**config.mk**
```make
export PLATFORM = sky130hd
export DESIGN_NAME = sseg_scan_decoder
export DESIGN_NICKNAME = d
export VERILOG_FILES = /design/src/rtl/sseg_pkg.sv /design/src/rtl/sseg_stable_filter.sv /design/src/rtl/sseg_scan_decoder.sv
export SDC_FILE = /design/constraint.sdc
export NUM_CORES = 1
export LEC_CHECK = 0
export ABC_AREA = 1
export BUFFER_PORTS_ARGS = -buffer_cell sky130_fd_sc_hd__buf_2
export CAP_MARGIN = 0
export CORE_UTILIZATION = 55
export CTS_CLUSTER_SIZE = 10
export DETAILED_ROUTE_END_ITERATION = 8
export PLACE_DENSITY = 0.86
export SYNTH_ARGS = -nofsm -noshare
export SYNTH_HDL_FRONTEND = slang
export SYNTH_HIERARCHICAL = 1
export SYNTH_SLANG_ARGS = --single-unit
```
**constraint.sdc**
```tcl
create_clock -name clk -period 3.15 [get_ports clk]
set_input_delay 0.1575 -clock clk [delete_from_list [all_inputs] [get_ports clk]]
set_output_delay 0.1575 -clock clk [all_outputs]
set_load 0.01 [all_outputs]
```
**src/rtl/sseg_pkg.sv**
```systemverilog
// Shared types and constants for the seven-segment scan decoder.
// Contents: seg_t, NUM_DIGITS, SEG_BLANK, GLYPH table (active-low, index = hex value),
// state_t for the stability FSM and seg_to_hex(), which maps a segment pattern to its nibble.
package sseg_pkg;

    typedef logic [6:0] seg_t;

    localparam int unsigned NUM_DIGITS = 4;
    localparam seg_t        SEG_BLANK  = 7'h7F;

    // Active-low glyphs {g,f,e,d,c,b,a}; GLYPH[h] is the pattern for hex value h.
    localparam seg_t [15:0] GLYPH = {
        7'h0E, 7'h06, 7'h21, 7'h46, 7'h03, 7'h08, 7'h10, 7'h00,
        7'h78, 7'h02, 7'h12, 7'h19, 7'h30, 7'h24, 7'h79, 7'h40
    };

    typedef enum logic {
        WAIT_STABLE,
        CAPTURED
    } state_t;

    // Returns the hex value of a legal glyph; valid is low for any other pattern.
    function automatic logic [3:0] seg_to_hex(input seg_t s, output logic valid);
        logic [3:0] value;
        value = '0;
        valid = 1'b0;
        for (int unsigned i = 0; i < 16; i++) begin
            if (GLYPH[i] == s) begin
                value = 4'(i);
                valid = 1'b1;
            end
        end
        return value;
    endfunction

endpackage

```
**src/rtl/sseg_stable_filter.sv**
```systemverilog
// Input synchroniser and stability filter for the scanned display pins.
// Ports:
//   clk, rst_n      clock, asynchronous active-low reset
//   an, seg, dp     raw active-low display pins
//   capture         one-cycle strobe: the sample has been stable for STABLE_CYCLES samples
//   an_stable, seg_stable, dp_stable   current synchronised sample (valid with capture)
// Parameters: STABLE_CYCLES (1..255), SYNC_STAGES (2..3).
module sseg_stable_filter
    import sseg_pkg::*;
#(
    parameter int unsigned STABLE_CYCLES = 4,
    parameter int unsigned SYNC_STAGES   = 2
) (
    input  logic       clk,
    input  logic       rst_n,
    input  logic [3:0] an,
    input  seg_t       seg,
    input  logic       dp,
    output logic       capture,
    output logic [3:0] an_stable,
    output seg_t       seg_stable,
    output logic       dp_stable
);

    localparam int unsigned W        = 12;
    localparam logic [7:0]  CNT_LAST = 8'(STABLE_CYCLES - 1);

    logic [SYNC_STAGES-1:0][W-1:0] sync_q;
    logic [W-1:0]                  sample;
    logic [W-1:0]                  incoming;
    logic                          changed;
    logic [7:0]                    cnt;
    state_t                        state;
    state_t                        state_next;

    always_ff @(posedge clk or negedge rst_n) begin
        if (!rst_n) begin
            sync_q <= '1;
        end else begin
            sync_q[0] <= {an, seg, dp};
            for (int unsigned i = 1; i < SYNC_STAGES; i++) begin
                sync_q[i] <= sync_q[i-1];
            end
        end
    end

    assign sample   = sync_q[SYNC_STAGES-1];
    assign incoming = sync_q[SYNC_STAGES-2];

    // The change test looks at the value about to enter the sample stage, so the
    // counter restarts in the same edge the new sample appears. This keeps the
    // pin-to-capture latency at SYNC_STAGES + STABLE_CYCLES clocks.
    assign changed = (incoming != sample);

    always_ff @(posedge clk or negedge rst_n) begin
        if (!rst_n) begin
            cnt <= '0;
        end else if (changed) begin
            cnt <= '0;
        end else if (cnt != '1) begin
            cnt <= cnt + 8'd1;
        end
    end

    always_ff @(posedge clk or negedge rst_n) begin
        if (!rst_n) begin
            state <= WAIT_STABLE;
        end else begin
            state <= state_next;
        end
    end

    always_comb begin
        state_next = state;
        capture    = 1'b0;
        if (changed) begin
            state_next = WAIT_STABLE;
        end else begin
            case (state)
                WAIT_STABLE: begin
                    if (cnt == CNT_LAST) begin
                        capture    = 1'b1;
                        state_next = CAPTURED;
                    end
                end
                CAPTURED: begin
                    state_next = CAPTURED;
                end
                default: begin
                    state_next = WAIT_STABLE;
                end
            endcase
        end
    end

    assign {an_stable, seg_stable, dp_stable} = sample;

endmodule

```
**src/rtl/sseg_scan_decoder.sv**
```systemverilog
// Receive side of a multiplexed 4-digit seven-segment display (all pins active-low).
// Samples the scanned pins, waits for each digit slot to settle and decodes it to a nibble.
// Ports:
//   clk, rst_n    clock, asynchronous active-low reset
//   seg, dp, an   segment {g..a}, decimal point and anode pins
//   digits        decoded nibbles, digit i at [4i+3:4i]
//   digit_valid   digit i last captured as a legal glyph
//   dp_out        decimal point lit for digit i at its last capture
//   frame_done    pulse once all four digits have been captured since the previous pulse
//   err           pulse on an illegal capture (bad glyph or several anodes active)
//   err_count     saturating error count, present only when SSEG_DEC_ERRCNT_EN is defined
// Optional feature macro: SSEG_DEC_ERRCNT_EN.
module sseg_scan_decoder
    import sseg_pkg::*;
#(
    parameter int unsigned STABLE_CYCLES = 4,
    parameter int unsigned SYNC_STAGES   = 2
) (
    input  logic        clk,
    input  logic        rst_n,
    input  logic [6:0]  seg,
    input  logic        dp,
    input  logic [3:0]  an,
    output logic [15:0] digits,
    output logic [3:0]  digit_valid,
    output logic [3:0]  dp_out,
    output logic        frame_done,
    output logic        err
`ifdef SSEG_DEC_ERRCNT_EN
    ,
    output logic [7:0]  err_count
`endif
);

    logic       capture;
    logic [3:0] an_s;
    seg_t       seg_s;
    logic       dp_s;

    sseg_stable_filter #(
        .STABLE_CYCLES(STABLE_CYCLES),
        .SYNC_STAGES  (SYNC_STAGES)
    ) u_filter (
        .clk       (clk),
        .rst_n     (rst_n),
        .an        (an),
        .seg       (seg),
        .dp        (dp),
        .capture   (capture),
        .an_stable (an_s),
        .seg_stable(seg_s),
        .dp_stable (dp_s)
    );

    logic [3:0]  seen;
    logic [3:0]  seen_next;
    logic [15:0] digits_next;
    logic [3:0]  valid_next;
    logic [3:0]  dp_next;
    logic        err_next;
    logic        frame_next;
    logic [2:0]  zeros;
    logic [1:0]  idx;
    logic [3:0]  hex;
    logic        glyph_ok;

    always_comb begin
        zeros       = '0;
        idx         = '0;
        hex         = seg_to_hex(seg_s, glyph_ok);
        seen_next   = seen;
        digits_next = digits;
        valid_next  = digit_valid;
        dp_next     = dp_out;
        err_next    = 1'b0;
        frame_next  = 1'b0;

        for (int unsigned i = 0; i < NUM_DIGITS; i++) begin
            if (!an_s[i]) begin
                zeros = zeros + 3'd1;
                idx   = 2'(i);
            end
        end

        if (capture) begin
            if (zeros == 3'd1) begin
                seen_next[idx] = 1'b1;
                if (glyph_ok) begin
                    digits_next[{idx, 2'b00} +: 4] = hex;
                    valid_next[idx]                = 1'b1;
                    dp_next[idx]                   = ~dp_s;
                end else begin
                    valid_next[idx] = 1'b0;
                    err_next        = (seg_s != SEG_BLANK);
                end
            end else if (zeros >= 3'd2) begin
                err_next = 1'b1;
            end
        end

        // Frame completion clears the mask in the same edge, so a capture during
        // the frame_done cycle starts the next frame.
        if (seen_next == '1) begin
            frame_next = 1'b1;
            seen_next  = '0;
        end
    end

    always_ff @(posedge clk or negedge rst_n) begin
        if (!rst_n) begin
            digits      <= '0;
            digit_valid <= '0;
            dp_out      <= '0;
            seen        <= '0;
            frame_done  <= 1'b0;
            err         <= 1'b0;
        end else begin
            digits      <= digits_next;
            digit_valid <= valid_next;
            dp_out      <= dp_next;
            seen        <= seen_next;
            frame_done  <= frame_next;
            err         <= err_next;
        end
    end

`ifdef SSEG_DEC_ERRCNT_EN
    always_ff @(posedge clk or negedge rst_n) begin
        if (!rst_n) begin
            err_count <= '0;
        end else if (err_next && (err_count != 8'hFF)) begin
            err_count <= err_count + 8'd1;
        end
    end
`endif

endmodule
```
==> run metrics <==
WP buf/inv=2; worst stage delay on the critical path=0.55 ns; n_diodes=0; Port Buffers=39; CP endpoint kind=flip-flop; CP Cell Sequence=inv_1 > ha_1 > xnor2_1 > ha_1 > mux2i_1 > nand2_1 > nor2_4 > nand2_2 > nand2_1 > inv_2 > nor3_4 > nor2_1; clk_lat worst skew=0.34 ns; worst slew pin tran=1.110 ns; first-pass GRT wire length=11590 microns; Total GRT Usage=24.19%; Post-Route WL=6556 microns; routed vias/inst=5.044; Worst Setup Start Kind=flip-flop; initial core utilization=58.48%; Tot Pwr=1.684 mW; Synth warnings=6; Final Util=68.62%; CTS Buffer Depth=2; Mapped Area=0.003299 sq mm; max_slew headroom=26.03%; CTS buffer count=9; fillers=417; sequential fraction of the synthesis area=48.69%; Area after DPL=0.003561 sq mm; Multi-input gate area=0.001438 sq mm; drt pass-1 iters=4; EDFF count, synth=0; Final nets=476; WHS=0.03353 ns; layout cells sized above 1=25.27%; GRT overflow=0; drc violations=0; maximum vdd drop=0.3730 mV; most frequent cells in the layout=nand2_1, inv_1, nor2_1; Pins Over Slew Limit=0; Pleak=2.020 nW; distinct cell type count after synthesis=36; PwrDens=435.0 mW/mm^2; CP max-delay cell=dfstp_2; Setup Fix Bufs, Post-CTS=0; WL/cell=12.44 microns; Hold Vio Cnt, Final=0; Post-DRT Antenna Nets=0; maximum capacitance violations=0; TNS Setup=0 ns; critical path required time=3.37 ns; placed cells=499; final worst slack=0.5648 ns; critical path class=flip-flop to flip-flop; asr flop ratio synth=100.0%; final setup fails=0; Top Ports=40; vias=2658; Site Rows=27; CTS tree=done; commonest non-fill, non-tap cell in the layout=nand2_1; clock transition at the registers of the reported paths=0.07 ns; vias in the first global route=2667; Period Utilization, post-route=82.07%; Tmin final=2.585 ns; CTS root buf=clkbuf_8; die width=79.45 microns; CP Max Fanout=6; CP delay by family, top=simple AND/OR/NAND/NOR gates; drt initial violations=115; Post-Syn Instances=389; GPL Wtd Cong=0.8910; cell taking the most area after synthesis=dfrtp_1; post-synthesis register bit count=63; Fmax=0.3868 GHz; post-DP HPWL=4644 microns; non-filler cells, final=527; initial antenna violation count=0; dpl ws=0.5982 ns; design area=0.003871 sq mm; status=completed; register area=0.001607 sq mm; Post-Syn Nets=415; area delta synth->final=17.33%; H-Tree Depth=3; synthesized area per cell=8.482 sq um; Top FF cell, synth=dfrtp_1; clock skew=0.009949 ns; share of the synthesized area in the top cell type=29.58%; Hold/Removal Path Class=input pin to asynchronous set/reset pin; chip height=79.45 microns; clk sinks=63; RSZ-0062 raised after global routing=false; largest net degree at the start of global routing=53; top cells by area, synth=dfrtp_1, dfstp_2, nand2_1; Core Area=0.005642 sq mm; arrival time worst endpoint=2.81 ns; DIE AREA=0.006312 sq mm
[worst reg2reg max path, delay by kind of cell (launching register included)]
family | cells | cell delay (ns)
AND/OR/NAND/NOR | 6 | 0.82
adder cells (fa/ha/maj) | 2 | 0.60
flip-flops | 1 | 0.55
XOR/XNOR | 1 | 0.25
multiplexers | 1 | 0.14
buffers and inverters | 2 | 0.11
[synthesized netlist by cell type (6+ instances only)]
cell	n
nand4_1	9
ha_1	12
o21ai_1	18
nand3_1	24
inv_1	48
nor2_4	7
inv_2	7
xnor2_1	6
dfrtp_1	39
nand2_1	107
dfstp_2	24
nor2_1	41
[report_power, final]
| group | internal [mW] | switching [mW] |
|---|---|---|
| sequential | 0.838 | 0.0199 |
| clock | 0.383 | 0.304 |
| combinational | 0.0496 | 0.0887 |
| total | 1.27 | 0.413 |
[state kept, by name, indices dropped and copies added (netlist names), named ones only]
register	cells
u_filter/sample	12
seen	4
err	1
u_filter/state	1
u_filter/incoming	12
u_filter/cnt	8
frame_done	1
digits	16
dp_out	4
[metal layers]
| metal | up-vias | wire (microns) | GRT usage (%) | part of all wire [%] |
|---|---|---|---|---|
| met3 | 11 | 240 | 4.686 | 3.7 |
| met4 | 0 | 121 | 12.36 | 1.8 |
| met5 | - | 0 | 0 | 0 |
| met2 | 70 | 3271 | 41.11 | 50 |
| met1 | 1229 | 2923 | 29.06 | 45 |
| li1 | 1348 | - | - | - |
[cell families (layout without fill, tap and decap cells)]
logic type,after synthesis,in the layout,synth area share [%]
AOI/OAI and AO/OA,31,31,5.082
xor gates and xnor gates,8,8,2.124
adders and majority gates,12,12,4.551
buffers and inverters,60,126,7.736
DFF,63,63,48.69
muxes,1,1,0.3034
and+or+nand+nor,214,214,31.51
[worst paths after layout]
check / cells past startpoint / end / from / slack (ns)
worst max register to register: 12 / seen[0] / u_filter/sample[9] / 0.56
worst min register to register: 0 / u_filter/sample[0] / u_filter/incoming[0] / 0.37
max in group asynchronous: 2 / u_filter/sample[9] / rst_n / 2.26
min in group clk: 0 / u_filter/sample[0] / u_filter/incoming[0] / 0.37
worst min-delay path: 1 / u_filter/cnt[6] / rst_n / 0.03
worst max-delay path: 12 / seen[0] / u_filter/sample[9] / 0.56
[timing repair]
item	in CTS	in global routing
hold endpoints to repair	12	0
hold buffers	12	0
gates resized for setup	0	0
[final cells by class]
type	instances	share of cell area (%)
flip-flops and latches	63	41.50
multi-input cells	266	37.14
repair buffers	53	8.533
inverters	57	5.591
clock buffers	12	3.749
well taps	72	2.327
clock inverters	4	1.164
Power figures use the tool's default switching activity.
